===== config.mk =====
export PLATFORM = sky130hd
export DESIGN_NAME = cpu_mem_access_unit
export DESIGN_NICKNAME = d
export VERILOG_FILES = /design/src/rtl/cpu_mem_pkg.sv /design/src/rtl/cpu_mem_addr_decode.sv /design/src/rtl/cpu_mem_access_unit.sv
export SDC_FILE = /design/constraint.sdc
export NUM_CORES = 1
export LEC_CHECK = 0
export BUFFER_PORTS_ARGS = -buffer_cell sky130_fd_sc_hd__buf_2
export CAP_MARGIN = 10
export CORE_UTILIZATION = 45
export CTS_CLUSTER_DIAMETER = 80
export DETAILED_ROUTE_END_ITERATION = 8
export PLACE_DENSITY = 0.84
export SYNTH_ARGS = -nofsm -noshare
export SYNTH_HDL_FRONTEND = slang
export SYNTH_HIERARCHICAL = 1
export SYNTH_SLANG_ARGS = --single-unit

===== constraint.sdc =====
create_clock -name clk -period 1.82 [get_ports clk]
set_clock_uncertainty 0.05 [all_clocks]
set_input_delay 0.273 -clock clk [delete_from_list [all_inputs] [get_ports clk]]
set_output_delay 0.273 -clock clk [all_outputs]
set_load 0.05 [all_outputs]

===== src/rtl/cpu_mem_pkg.sv =====
`default_nettype none
// ============================================================================
// Module   : cpu_mem_pkg
// Brief    : Shared types and default memory-map constants for the CPU
//            load/store unit and its address decoder.
// Revision : 1.0 - initial release
// ============================================================================
package cpu_mem_pkg;

    typedef enum logic [2:0] {
        REG_RAM      = 3'd0,
        REG_ROM      = 3'd1,
        REG_FB       = 3'd2,
        REG_EXT      = 3'd3,
        REG_UNMAPPED = 3'd4
    } region_t;

    typedef enum logic [2:0] {
        S_IDLE        = 3'd0,
        S_RAM_ISSUE   = 3'd1,
        S_RAM_RD_WAIT = 3'd2,
        S_RAM_WR_HOLD = 3'd3,
        S_ROM_WAIT    = 3'd4,
        S_CFG         = 3'd5,
        S_RESP        = 3'd6
    } state_t;

    localparam logic [15:0] c_rom_base        = 16'hD000;
    localparam logic [15:0] c_fb_base         = 16'hE000;
    localparam logic [15:0] c_ext_kernel_addr = 16'h8004;
    localparam logic [15:0] c_ext_user_addr   = 16'h8800;

endpackage
`default_nettype wire


===== src/rtl/cpu_mem_addr_decode.sv =====
`default_nettype none
// ============================================================================
// Module   : cpu_mem_addr_decode
// Brief    : Combinational 16-bit CPU address to region/offset decoder.
// Revision : 1.0 - initial release
// ============================================================================
module cpu_mem_addr_decode
    import cpu_mem_pkg::*;
#(
    parameter logic [15:0] ROM_BASE        = c_rom_base,
    parameter int          ROM_DEPTH       = 2048,
    parameter logic [15:0] FB_BASE         = c_fb_base,
    parameter int          FB_DEPTH        = 4800,
    parameter logic [15:0] EXT_KERNEL_ADDR = c_ext_kernel_addr,
    parameter logic [15:0] EXT_USER_ADDR   = c_ext_user_addr,
    localparam int         ROM_AW          = $clog2(ROM_DEPTH),
    localparam int         FB_AW           = $clog2(FB_DEPTH)
) (
    input  logic [15:0]       i_addr,
    output region_t           o_region,
    output logic [ROM_AW-1:0] o_rom_off,
    output logic [FB_AW-1:0]  o_fb_off,
    output logic              o_ext_kernel_sel
);

    // Window ends computed one bit wider so a window touching 16'hFFFF cannot wrap.
    localparam logic [16:0] c_rom_end = 17'(ROM_BASE) + 17'(ROM_DEPTH);
    localparam logic [16:0] c_fb_end  = 17'(FB_BASE) + 17'(FB_DEPTH);

    logic [16:0] w_addr_x;

    always_comb begin
        w_addr_x         = {1'b0, i_addr};
        o_rom_off        = ROM_AW'(i_addr - ROM_BASE);
        o_fb_off         = FB_AW'(i_addr - FB_BASE);
        o_ext_kernel_sel = (i_addr == EXT_KERNEL_ADDR);
        if (!i_addr[15])
            o_region = REG_RAM;
        else if (w_addr_x >= {1'b0, ROM_BASE} && w_addr_x < c_rom_end)
            o_region = REG_ROM;
        else if (w_addr_x >= {1'b0, FB_BASE} && w_addr_x < c_fb_end)
            o_region = REG_FB;
        else if (i_addr == EXT_KERNEL_ADDR || i_addr == EXT_USER_ADDR)
            o_region = REG_EXT;
        else
            o_region = REG_UNMAPPED;
    end

endmodule
`default_nettype wire


===== src/rtl/cpu_mem_access_unit.sv =====
`default_nettype none
// ============================================================================
// Module   : cpu_mem_access_unit
// Brief    : Single-outstanding load/store unit routing CPU MEMR/MEMW to
//            SDRAM, boot ROM, framebuffer or extension registers.
//            Optional read timeout: CPU_MEM_ACCESS_UNIT_TIMEOUT_EN.
// Revision : 1.0 - initial release
// ============================================================================
module cpu_mem_access_unit
    import cpu_mem_pkg::*;
#(
    parameter int          DATA_W          = 16,
    parameter int          EXT_W           = 5,
    parameter logic [15:0] ROM_BASE        = c_rom_base,
    parameter int          ROM_DEPTH       = 2048,
    parameter logic [15:0] FB_BASE         = c_fb_base,
    parameter int          FB_DEPTH        = 4800,
    parameter logic [15:0] EXT_KERNEL_ADDR = c_ext_kernel_addr,
    parameter logic [15:0] EXT_USER_ADDR   = c_ext_user_addr,
    parameter int          WR_HOLD         = 3,
    parameter int          TIMEOUT         = 1024,
    localparam int         RAM_AW          = 2*EXT_W+15,
    localparam int         ROM_AW          = $clog2(ROM_DEPTH),
    localparam int         FB_AW           = $clog2(FB_DEPTH)
) (
    input  logic              clk,
    input  logic              rst_n,
    input  logic              req_valid,
    output logic              req_ready,
    input  logic              req_write,
    input  logic [15:0]       req_addr,
    input  logic [DATA_W-1:0] req_wdata,
    output logic              rsp_valid,
    output logic [DATA_W-1:0] rsp_rdata,
    output logic              rsp_err,
    input  logic              ram_busy,
    output logic              ram_rd_en,
    output logic [RAM_AW-1:0] ram_rd_addr,
    input  logic              ram_rd_ready,
    input  logic [DATA_W-1:0] ram_rd_data,
    output logic              ram_wr_en,
    output logic [RAM_AW-1:0] ram_wr_addr,
    output logic [DATA_W-1:0] ram_wr_data,
    output logic [ROM_AW-1:0] rom_addr,
    input  logic [DATA_W-1:0] rom_data,
    output logic              fb_we,
    output logic [FB_AW-1:0]  fb_addr,
    output logic [7:0]        fb_data,
    output logic [EXT_W-1:0]  ext_kernel,
    output logic [EXT_W-1:0]  ext_user
);

    localparam int c_hold_w = (WR_HOLD > 1) ? $clog2(WR_HOLD) : 1;

    state_t              r_state;
    state_t              w_state_next;
    logic                r_write;
    logic [DATA_W-1:0]   r_wdata;
    region_t             r_region;
    logic [ROM_AW-1:0]   r_rom_off;
    logic [FB_AW-1:0]    r_fb_off;
    logic                r_ext_kernel_sel;
    logic [RAM_AW-1:0]   r_ram_addr;
    logic [DATA_W-1:0]   r_rdata;
    logic                r_err;
    logic [EXT_W-1:0]    r_ext_kernel;
    logic [EXT_W-1:0]    r_ext_user;
    logic [c_hold_w-1:0] r_hold_cnt;
    logic                w_hold_done;

    region_t             w_region;
    logic [ROM_AW-1:0]   w_rom_off;
    logic [FB_AW-1:0]    w_fb_off;
    logic                w_ext_kernel_sel;

    cpu_mem_addr_decode #(
        .ROM_BASE        (ROM_BASE),
        .ROM_DEPTH       (ROM_DEPTH),
        .FB_BASE         (FB_BASE),
        .FB_DEPTH        (FB_DEPTH),
        .EXT_KERNEL_ADDR (EXT_KERNEL_ADDR),
        .EXT_USER_ADDR   (EXT_USER_ADDR)
    ) u_decode (
        .i_addr           (req_addr),
        .o_region         (w_region),
        .o_rom_off        (w_rom_off),
        .o_fb_off         (w_fb_off),
        .o_ext_kernel_sel (w_ext_kernel_sel)
    );

    assign w_hold_done = (r_hold_cnt == c_hold_w'(WR_HOLD-1));

`ifdef CPU_MEM_ACCESS_UNIT_TIMEOUT_EN
    localparam int c_to_w = (TIMEOUT > 1) ? $clog2(TIMEOUT) : 1;

    logic [c_to_w-1:0] r_to_cnt;
    logic              w_to_expired;

    assign w_to_expired = (r_to_cnt == c_to_w'(TIMEOUT-1));

    always_ff @(posedge clk) begin
        if (!rst_n || r_state != S_RAM_RD_WAIT)
            r_to_cnt <= '0;
        else
            r_to_cnt <= r_to_cnt + c_to_w'(1);
    end
`endif

    always_ff @(posedge clk) begin
        if (!rst_n)
            r_state <= S_IDLE;
        else
            r_state <= w_state_next;
    end

    always_comb begin
        w_state_next = r_state;
        case (r_state)
            S_IDLE: begin
                if (req_valid) begin
                    case (w_region)
                        REG_RAM: w_state_next = S_RAM_ISSUE;
                        REG_ROM: w_state_next = S_ROM_WAIT;
                        default: w_state_next = S_CFG;
                    endcase
                end
            end
            S_RAM_ISSUE: begin
                if (!ram_busy) begin
                    if (r_write)
                        w_state_next = S_RAM_WR_HOLD;
                    else if (ram_rd_ready)
                        w_state_next = S_RESP;
                    else
                        w_state_next = S_RAM_RD_WAIT;
                end
            end
            S_RAM_RD_WAIT: begin
                if (ram_rd_ready)
                    w_state_next = S_RESP;
`ifdef CPU_MEM_ACCESS_UNIT_TIMEOUT_EN
                else if (w_to_expired)
                    w_state_next = S_RESP;
`endif
            end
            S_RAM_WR_HOLD: if (w_hold_done) w_state_next = S_RESP;
            S_ROM_WAIT:    w_state_next = S_RESP;
            S_CFG:         w_state_next = S_RESP;
            S_RESP:        w_state_next = S_IDLE;
            default:       w_state_next = S_IDLE;
        endcase
    end

    // Request context is latched on accept; response data starts at zero so
    // FB reads, unmapped reads and ROM writes return 0 without extra cases.
    always_ff @(posedge clk) begin
        if (!rst_n) begin
            r_write          <= 1'b0;
            r_wdata          <= '0;
            r_region         <= REG_RAM;
            r_rom_off        <= '0;
            r_fb_off         <= '0;
            r_ext_kernel_sel <= 1'b0;
            r_ram_addr       <= '0;
            r_rdata          <= '0;
            r_err            <= 1'b0;
            r_ext_kernel     <= '0;
            r_ext_user       <= '0;
            r_hold_cnt       <= '0;
        end else begin
            r_hold_cnt <= '0;
            case (r_state)
                S_IDLE: begin
                    if (req_valid) begin
                        r_write          <= req_write;
                        r_wdata          <= req_wdata;
                        r_region         <= w_region;
                        r_rom_off        <= w_rom_off;
                        r_fb_off         <= w_fb_off;
                        r_ext_kernel_sel <= w_ext_kernel_sel;
                        r_ram_addr       <= {r_ext_kernel, r_ext_user, req_addr[14:0]};
                        r_rdata          <= '0;
                        r_err            <= 1'b0;
                    end
                end
                S_RAM_ISSUE: begin
                    if (!ram_busy && !r_write && ram_rd_ready)
                        r_rdata <= ram_rd_data;
                end
                S_RAM_RD_WAIT: begin
                    if (ram_rd_ready)
                        r_rdata <= ram_rd_data;
`ifdef CPU_MEM_ACCESS_UNIT_TIMEOUT_EN
                    else if (w_to_expired)
                        r_err <= 1'b1;
`endif
                end
                S_RAM_WR_HOLD: r_hold_cnt <= r_hold_cnt + c_hold_w'(1);
                S_ROM_WAIT: begin
                    if (!r_write)
                        r_rdata <= rom_data;
                end
                S_CFG: begin
                    case (r_region)
                        REG_EXT: begin
                            if (r_write) begin
                                if (r_ext_kernel_sel)
                                    r_ext_kernel <= r_wdata[EXT_W-1:0];
                                else
                                    r_ext_user <= r_wdata[EXT_W-1:0];
                            end else begin
                                r_rdata <= r_ext_kernel_sel ? DATA_W'(r_ext_kernel)
                                                            : DATA_W'(r_ext_user);
                            end
                        end
                        REG_UNMAPPED: r_err <= 1'b1;
                        default: ;
                    endcase
                end
                default: ;
            endcase
        end
    end

    // ROM is synchronous, so its address follows the request while idle and
    // the word is ready to capture in ROM_WAIT.
    always_comb begin
        req_ready   = (r_state == S_IDLE);
        rsp_valid   = (r_state == S_RESP);
        rsp_rdata   = (r_state == S_RESP) ? r_rdata : '0;
        rsp_err     = (r_state == S_RESP) && r_err;
        ram_rd_en   = (r_state == S_RAM_ISSUE) && !ram_busy && !r_write;
        ram_wr_en   = (r_state == S_RAM_ISSUE) && !ram_busy && r_write;
        ram_rd_addr = r_ram_addr;
        ram_wr_addr = r_ram_addr;
        ram_wr_data = r_wdata;
        rom_addr    = (r_state == S_IDLE && req_valid) ? w_rom_off : r_rom_off;
        fb_we       = (r_state == S_CFG) && (r_region == REG_FB) && r_write;
        fb_addr     = r_fb_off;
        fb_data     = r_wdata[7:0];
        ext_kernel  = r_ext_kernel;
        ext_user    = r_ext_user;
    end

endmodule
`default_nettype wire


==> run_results.csv, run 1 <==
group,metric,value,unit
outcome,status,"finished, violations left",
outcome,violations,"setup timing",
logic_synthesis,netlist_area,5060,µm²
logic_synthesis,synthCells,609,
logic_synthesis,synth.avg_cell_area,8.30,µm²
clock_network,clockRootBuffer,"clkbuf_8",
critical_path,crit_required,1500,ps
flow_run,cap_viol_max_count,0,
final_layout,final_cells,923,
routing,postRouteAntennaNets,0,
clock_network,cts-buffers-inserted,9,
power,p_leak,3.13,nW
floorplanning,die_h,108,µm
critical_path,max_stage_delay,350,ps
placement,hpwl,9340,µm
sta,drv_slew,0,
logic_synthesis,synth_compound_area_frac,0.163,
sta,fin_setup_tns,-5990,ps
critical_path,path_max_fanout,6,
sta,max_freq,0.487,GHz
logic_synthesis,async_flop_share,0,
final_layout,seqCellArea,2050,µm²
routing,drtPass1Iterations,5,
routing,drc,0,
placement,place_inst,890,
routing,vias,4965,
critical_path,path_class,"reg2out",
sta,hold_violations,0,
clock_network,cts.sinks,102,
critical_path,crit_family,"simple AND/OR/NAND/NOR gates",
logic_synthesis,synth_edf_count,0,
placement,portBuffers,199,
sta,worst_slack,-232,ps
routing,drt_first_iter_violations,289,
power,power.density,1490,nW/µm²
final_layout,drive_gt1_frac,0.447,
sta,holdWs,86.3,ps
sta,slew_headroom,0.717,
sta,tightest_slew,414,ps
global_route,grt_pass1_wl,21800,µm
critical_path,cp_slowest_cell,"dfxtp_2",
worst_hold_path,hp-class,"in2reg",
power,power_frac_clock,0.134,
logic_synthesis,synth_top_area_frac,0.404,
routing,post_drt_wl_per_cell,16.1,µm
logic_synthesis,synth_cell_types,50,
floorplanning,start_util,0.464,
final_layout,nets,849,
floorplanning,core,10900,µm²
floorplanning,pin_count,200,
global_route,grt_max_degree,55,
logic_synthesis,synth-simple-area-share,0.235,
sta,final-setup-viol-count,43,
floorplanning,die-area,11700,µm²
power,power,10.4,mW
critical_path,critPathLaunch,"r_state[0]",
power,pwr-share-comb,0.586,
final_layout,num-fill-cells,900,
logic_synthesis,yosysTopAreaCell,"dfxtp_1",
power,p_int,5.58,mW
sta,min_period_over_period,1.13,
routing,wirelength,14800,µm
clock_network,clk_pin_slew_worst_paths,110,ps
final_layout,area_delta_synth_final,38.3,%
routing,viasPerCell,5.38,
final_layout,fin_util,0.642,
logic_synthesis,synth_adder_area_share,0.00247,
critical_path,crit_arrival,1730,ps
power,ir_drop,1010,µV
final_layout,antenna_cells,0,
power,p_sw,4.85,mW
worst_hold_path,hold_start,"req_wdata[11]",
logic_synthesis,synth_mux_area_frac,0.0586,
final_layout,multi_input_area,2600,µm²
logic_synthesis,synth_warnings,6,
clock_network,cts_tree,"done",
power,pwr-share-seq,0.281,
logic_synthesis,synth_seq_cells,102,
clock_network,clock_path_buffers,2,
power,switching_share,0.465,
logic_synthesis,synth_xor_area_frac,0.00173,
clock_network,insertion_delay,360,ps
global_route,grt_usage,0.239,
global_route,grt_antenna_before_repair,1,
critical_path,start_kind,"flip-flop",
logic_synthesis,syn_nets,680,
logic_synthesis,synth_top_family_by_area,"simple AND/OR/NAND/NOR gates",
clock_network,h-tree-depth,3,
critical_path,crit_buf_inv,2,
floorplanning,dieWidth,108,µm
critical_path,crit_chain,"nor3_4, and2_4, buf_12, mux2_4, buf_8",
logic_synthesis,ys_seq_area_frac,0.404,
sta,rsz0062_at_grt,"yes",
placement,gp_congestion,0.772,
global_route,grt.overflow.total,0,
critical_path,timing.rr.start,"r_state[0]",
logic_synthesis,synthFlopType,"dfxtp_1",
sta,fin_crit,2050,ps
floorplanning,row_count,38,
logic_synthesis,ys_top_cells_by_area,"dfxtp_1 (40%), nand2_1 (10%), buf_4 (9.4%)",
critical_path,end_kind,"output pin",
global_route,first_global_vias,4385,
[worst register-to-register path, stage by stage, from the launching register on]
cell and delay [ps]:
dfxtp_2 350, buf_4 130, buf_6 130, or3b_4 400, a22oi_4 180, buf_6 160, buf_16 130, a21oi_1 70
a311oi_1 240
[cell usage in the layout, fill, tap and decap left out, drive strengths merged, types with 3 or more instances in the layout]
| master | instances |
|---|---|
| a211oi | 5 |
| a21oi | 79 |
| a22oi | 12 |
| a311oi | 16 |
| a31o | 5 |
| and2 | 30 |
| buf | 259 |
| clkbuf | 10 |
| dfxtp | 102 |
| inv | 8 |
| mux2 | 11 |
| mux2i | 15 |
| nand2 | 138 |
| nand3b | 13 |
| nor2 | 25 |
| nor3 | 5 |
| nor4 | 3 |
| nor4bb | 6 |
| o21ai | 12 |
[worst paths after layout]
kind / to / slack (ps) / cells past startpoint
worst max register to register: r_rdata[4] / -110 / 8
worst min-delay path: ram_wr_data[11] / 90 / 3
worst min register to register: r_hold_cnt[0] / 370 / 1
worst max-delay path: rom_addr[3] / -230 / 5
[flip-flops by register name, indices dropped and copies added (netlist names), 2 cells and up]
register	count
ram_wr_data	16
ext_user	5
ram_rd_addr	25
r_state	3
fb_addr	13
ext_kernel	5
r_region	3
r_hold_cnt	2
r_rom_off	11
r_rdata	16
[stage by stage]
step,instance area [µm²],worst slack [ps]
after floorplan,5170,-196
after global placement,6090,-267
after detailed placement,6090,-378
after CTS,6710,-279
after global routing,6990,-313
final,6990,-232
[layer usage]
layer  vias up  track usage  wire (µm)
li1       2371            -          -
met1      2344        0.297       5860
met2       229        0.415       7710
met3        19       0.0597        999
met4         2       0.0519        246
met5         -            0         13
[cell families (layout without fill, tap and decap cells)]
family                   Yosys count  after routing
XOR/XNOR                           1              1
flip-flops                       102            102
multiplexers                      27             27
buffers and inverters            106            280
AND/OR/NAND/NOR                  238            238
adder cells (fa/ha/maj)            1              1
AO/OA/AOI/OAI                    134            134
[power groups by stage]
| stage | logic (mW) | clock network (mW) | registers [mW] |
|---|---|---|---|
| finish | 6.11 | 1.39 | 2.93 |
| floorplan | 3.29 | 0 | 3.56 |
| global placement | 4.89 | 0 | 2.93 |
| CTS | 5.55 | 1.44 | 2.90 |
| global route | 6.45 | 1.54 | 2.97 |
| detailed placement | 4.95 | 0 | 2.95 |
[layout make-up]
| cell class | count | area share |
|---|---|---|
| Clock buffer | 9 | 0.0177 |
| Clock inverter | 7 | 0.00912 |
| Inverter | 4 | 0.00215 |
| Multi-Input combinational cell | 401 | 0.372 |
| Sequential cell | 102 | 0.293 |
| Tap cell | 140 | 0.0250 |
| Timing Repair Buffer | 260 | 0.281 |
[what timing repair did]
item | CTS | global route
endpoints found under the setup margin | 48 | 55
gates cloned | 4 | 1
buffers inserted | 5 | 8
gates resized for setup | 92 | 56
pin swaps | 11 | 19
hold buffers | 0 | 0
[synth_stat cells (all sizes together) (3+ instances only)]
master,n
a211oi,5
a21oi,79
a22oi,12
a311oi,16
a31o,5
and2,30
buf,81
clkbuf,21
dfxtp,102
inv,3
mux2,11
mux2i,15
nand2,138
nand3b,13
nor2,25
nor3,5
nor4,3
nor4bb,6
o21ai,12
Note: power is estimated with default switching activity, not from simulation.
==> run 2, diff against run 1 <==
- CORE_UTILIZATION: 45 -> 49
- PLACE_DENSITY: 0.84 -> 0.87
- clock period: 1.82 -> 2 ns (I/O delays scaled with it)
==> run 2 against run 1 <==
  * The run still ends with setup timing left
  * Sequential power fell by 9.2%
  * Worst hold slack improved by 31 ps
  * Via count fell by 1.0%
  * Combinational power fell by 16%
  * Routed wire length fell by 0.69%
  * Critical path depth did not move
  * Die area fell by 8.0%
  * First-iteration DRC count rose by 4.2%
  * Cell count fell by 1.5%
  * Cell area fell by 4.6%
==> run_results.csv, run 2 (synthesized netlist as in run 1, its figures left out) <==
group,metric,value,unit
outcome,status,"finished, violations left",
outcome,violations,"setup timing",
final_layout,design_area,6670,µm²
clock_network,cts.sinks,102,
final_layout,final_cell_mix,"buf_2 (168), nand2_1 (136), dfxtp_1 (99)",
critical_path,r2r-end,"r_rdata[0]",
placement,portBuffers,199,
sta,max_freq,0.472,GHz
sta,drv_slew,0,
clock_network,clockRootBuffer,"clkbuf_8",
final_layout,multi_input_area,2460,µm²
sta,min_period_over_period,1.06,
routing,wirelength,14700,µm
floorplanning,row_count,36,
routing,viasPerCell,5.40,
global_route,grt_max_degree,42,
power,pwr-share-seq,0.290,
critical_path,critPathLaunch,"r_state[0]",
clock_network,cts-buffers-inserted,9,
critical_path,reg2reg_slack,90,ps
power,power.density,1370,nW/µm²
floorplanning,core,9910,µm²
floorplanning,start_util,0.510,
final_layout,area_delta_synth_final,31.9,%
final_layout,final_common_cell,"buf_2",
final_layout,largest_register_ffs,25,
worst_hold_path,hp-class,"in2reg",
power,p_sw,4.17,mW
routing,postRouteAntennaNets,0,
sta,fin_setup_tns,-1160,ps
final_layout,num-fill-cells,825,
final_layout,fin_util,0.673,
clock_network,insertion_delay,360,ps
floorplanning,dieWidth,104,µm
placement,placed_cell_area,5960,µm²
final_layout,drive_gt1_frac,0.409,
final_layout,nets,841,
clock_network,clock_path_buffers,2,
worst_hold_path,hold-path-endpoint,"ram_wr_data[14]",
critical_path,crit_required,1650,ps
worst_hold_path,hold_depth,3,
global_route,grt.overflow.total,0,
power,pwr-share-comb,0.559,
final_layout,seqCellArea,2050,µm²
sta,fin_crit,2120,ps
routing,post_drt_wl_per_cell,16.2,µm
power,power_frac_clock,0.150,
clock_network,h-tree-depth,3,
global_route,grt_usage,0.254,
critical_path,path_class,"reg2out",
power,power,9.16,mW
power,p_leak,3.03,nW
clock_network,cts_tree,"done",
critical_path,start_kind,"flip-flop",
worst_hold_path,hold_start,"req_wdata[14]",
routing,drtPass1Iterations,5,
critical_path,crit_arrival,1770,ps
power,ir_drop,895,µV
sta,hold_violations,0,
global_route,grt_antenna_before_repair,0,
placement,place_inst,882,
power,switching_share,0.456,
flow_run,cap_viol_max_count,0,
floorplanning,die_h,104,µm
global_route,grt_pass1_wl,22200,µm
sta,slew_headroom,0.654,
floorplanning,pin_count,200,
floorplanning,die-area,10700,µm²
clock_network,clk_pin_slew_worst_paths,110,ps
routing,drc,0,
sta,worst_slack,-121,ps
critical_path,timing.rr.start,"r_state[0]",
sta,final-setup-viol-count,11,
critical_path,end_kind,"output pin",
placement,gp_congestion,0.812,
placement,hpwl,9400,µm
routing,drt_first_iter_violations,301,
routing,vias,4913,
power,p_int,4.98,mW
final_layout,final_cells,909,
critical_path,worst_r2r_path_depth,7,
global_route,first_global_vias,4495,
critical_path,path_max_fanout,4,
clock_network,cts_hold_buf,0,
sta,tightest_slew,519,ps
sta,rsz0062_at_grt,"yes",
## run 2: cell count changes in the layout (fill, tap and decap cells not counted), moves of 4 or more
cell,delta
buf_16,-4
and2_4,-16
and2_2,+9
buf_4,+8
buf_8,-19
a21oi_1,+8
a21oi_2,-7
and2_1,+7
## run 2: area by class of cell
type                       count  share of cell area
inverter                       4             0.00225
tap                          133              0.0249
clock inverter                 6              0.0114
antenna                        1            0.000375
timing repair buffer         252               0.264
clock buffer                  10              0.0206
multi-input combinational    401               0.369
sequential                   102               0.308
## run 2: worst max-delay path by stage
stage / end / slack [ps] / cells past startpoint
after floorplan: r_rom_off[0] / -510 / 6
after global placement: r_state[0] / -190 / 7
after detailed placement: r_state[0] / -270 / 7
after CTS: rom_addr[3] / -140 / 5
after global routing: rom_addr[9] / -170 / 5
final: rom_addr[4] / -120 / 5
## run 2: routing by layer
layer	track usage	routed length, µm
met1	0.309	5850
met2	0.444	7400
met3	0.0585	1110
met4	0.0735	373
met5	0	0
## run 2: metrics by stage
stage / hold WS (ps) / worst slack (ps)
after floorplan: 343 / -514
after global placement: 352 / -194
after detailed placement: 357 / -273
after CTS: 101 / -142
after global routing: 104 / -174
final: 117 / -121
## run 2: timing repair
| item | 4_1_cts | 5_1_grt |
|---|---|---|
| buffers inserted | 2 | 4 |
| pin swaps | 3 | 4 |
| endpoints found under the setup margin | 32 | 33 |
| endpoints found under the hold margin | 0 | 0 |
| cloned | 3 | 2 |
| gates resized for setup | 68 | 36 |
## run 2: power groups by stage
stage / Sequential [mW] / Clock, mW / Combinational [mW]
2_1_floorplan: 3.23 / 0 / 2.89
5_1_grt: 2.70 / 1.49 / 5.40
4_1_cts: 2.65 / 1.41 / 4.71
3_3_place_gp: 2.64 / 0 / 4.24
3_5_place_dp: 2.66 / 0 / 4.29
6_report: 2.66 / 1.38 / 5.12
## run 2: critical path, cell delays in order (launching register included)
cell and delay [ps]:
dfxtp_4 370, nor3_4 190, and2_4 220, clkbuf_16 160
mux2_4 310, buf_6 160
==> run 3, diff against run 2 <==
- clock period: 2 -> 2.4 ns (I/O delays scaled with it)
==> run 3 against run 2 <==
  * The run now ends clean
  * Critical path depth grew 1
  * Sequential power shrank 18%
  * Combinational power down 33%
  * Global-route usage shrank 2.7 points
  * Largest cell class unchanged
==> run_results.csv, run 3 (synthesized netlist as in run 1, its figures left out) <==
group,metric,value,unit
routing,drc,0,
routing,postRouteAntennaNets,0,
clock_network,cts.sinks,102,
clock_network,cts_hold_buf,0,
worst_hold_path,hp-class,"in2reg",
global_route,grt_max_degree,60,
final_layout,final_cells,871,
sta,tightest_slew,488,ps
final_layout,nets,804,
flow_run,cap_viol_max_count,0,
critical_path,path_max_fanout,38,
clock_network,insertion_delay,350,ps
sta,rsz0062_at_grt,"yes",
floorplanning,row_count,36,
global_route,grt_pass1_wl,20100,µm
sta,fin_crit,2320,ps
placement,portBuffers,199,
power,pwr-share-seq,0.327,
final_layout,final_cell_mix,"buf_2 (199), nand2_1 (137), dfxtp_1 (102)",
routing,drtPass1Iterations,4,
floorplanning,die_h,104,µm
sta,final-setup-viol-count,0,
floorplanning,die-area,10700,µm²
worst_hold_path,hold_start,"req_wdata[5]",
global_route,first_global_vias,4007,
routing,vias,4530,
final_layout,drive_gt1_frac,0.344,
clock_network,cts_setup_buffers,0,
clock_network,cts-buffers-inserted,9,
global_route,grt_usage,0.227,
critical_path,crit_required,1990,ps
routing,viasPerCell,5.20,
placement,hpwl,8860,µm
final_layout,final_common_cell,"buf_2",
critical_path,critPathLaunch,"r_state[2]",
critical_path,end_kind,"output pin",
routing,post_drt_wl_per_cell,14.1,µm
critical_path,timing.rr.start,"r_state[0]",
sta,slew_headroom,0.672,
outcome,status,"complete, no violations",
worst_hold_path,hold-path-endpoint,"ram_wr_data[5]",
routing,wirelength,12300,µm
worst_hold_path,hold_depth,3,
final_layout,antenna_cells,0,
critical_path,path_class,"reg2out",
floorplanning,dieWidth,104,µm
clock_network,clock_path_buffers,2,
sta,holdWs,173,ps
sta,drv_slew,0,
critical_path,reg2reg_slack,340,ps
critical_path,worst_r2r_path_depth,5,
global_route,grt.overflow.total,0,
final_layout,largest_register_ffs,25,
clock_network,clk_pin_slew_worst_paths,110,ps
placement,place_inst,855,
power,switching_share,0.485,
sta,hold_violations,0,
critical_path,crit_arrival,1910,ps
floorplanning,start_util,0.510,
global_route,grt_antenna_before_repair,0,
power,p_int,3.42,mW
power,p_sw,3.22,mW
routing,drt_first_iter_violations,201,
power,ir_drop,763,µV
clock_network,cts_tree,"done",
floorplanning,core,9910,µm²
final_layout,fin_util,0.596,
floorplanning,pin_count,200,
sta,max_freq,0.431,GHz
clock_network,clockRootBuffer,"clkbuf_8",
placement,gp_congestion,0.836,
power,power.density,1120,nW/µm²
power,pwr-share-comb,0.520,
final_layout,area_delta_synth_final,16.7,%
sta,min_period_over_period,0.966,
critical_path,r2r-end,"ext_kernel[3]",
critical_path,start_kind,"flip-flop",
power,p_leak,2.71,nW
power,power_frac_clock,0.152,
clock_network,h-tree-depth,3,
==> run 3: cell count changes in the layout (fill, tap and decap cells not counted), sizes merged <==
cell,before,now
clkinvlp,0,1
clkbuf,12,9
diode,1,0
bufinv,1,0
bufbuf,2,0
buf,248,215
clkinv,3,4
==> run 3: per-layer routing <==
layer / global-route usage / vias up / part of all wire
li1: - / 2276 / -
met1: 0.311 / 2073 / 0.46
met2: 0.356 / 173 / 0.46
met3: 0.0585 / 8 / 0.071
met4: 0.0497 / 0 / 0.0077
met5: 0 / - / 0
==> run 3: how the worst max path moves through the flow <==
stage | endpoint | slack, ps | cells after the start
floorplan | rom_addr[0] | -110 | 5
global placement | r_state[0] | 160 | 8
global route | rom_addr[1] | -60 | 4
finish | rsp_rdata[7] | 80 | 6
detailed placement | r_state[0] | 20 | 8
CTS | rsp_rdata[2] | 30 | 6
==> run 3: power by group through the flow <==
stage	Combinational, mW	Clock, mW	Sequential (mW)
after floorplan	2.41	0	2.69
after global placement	3.41	0	2.20
after detailed placement	3.43	0	2.20
after CTS	3.45	1.04	2.17
after global routing	3.71	1.13	2.21
final	3.45	1.01	2.17
==> run 3: cell type report <==
type / count / area [µm²]
inverters: 4 / 15.0
clock inverters: 7 / 60.1
well taps: 133 / 166
flip-flops and latches: 102 / 2040
repair buffers: 215 / 1150
clock buffers: 9 / 124
multi-input cells: 401 / 2340
fillers: 978 / 4010
==> run 3: through the flow <==
step	setup TNS, ps	cell area [µm²]	power [mW]	worst slack, ps
final	0	5900	6.63	81.5
after global routing	-928	5900	7.05	-61.9
after CTS	0	5900	6.66	27.2
after detailed placement	0	5710	5.64	22.5
after global placement	0	5710	5.60	156
after floorplan	-1380	5070	5.09	-115
==> run 3: timing repair <==
action | 4_1_cts | 5_1_grt
gates resized for setup | 2 | 2
hold endpoints to repair | 0 | 0
setup endpoints to repair | 28 | 30
==> run 3: worst max-delay path: stages, from the launching register on <==
cell and delay [ps]:
dfxtp_1 390, buf_8 250, nand2_1 130, nor2_1 140
buf_4 220, and2_1 160, buf_2 260
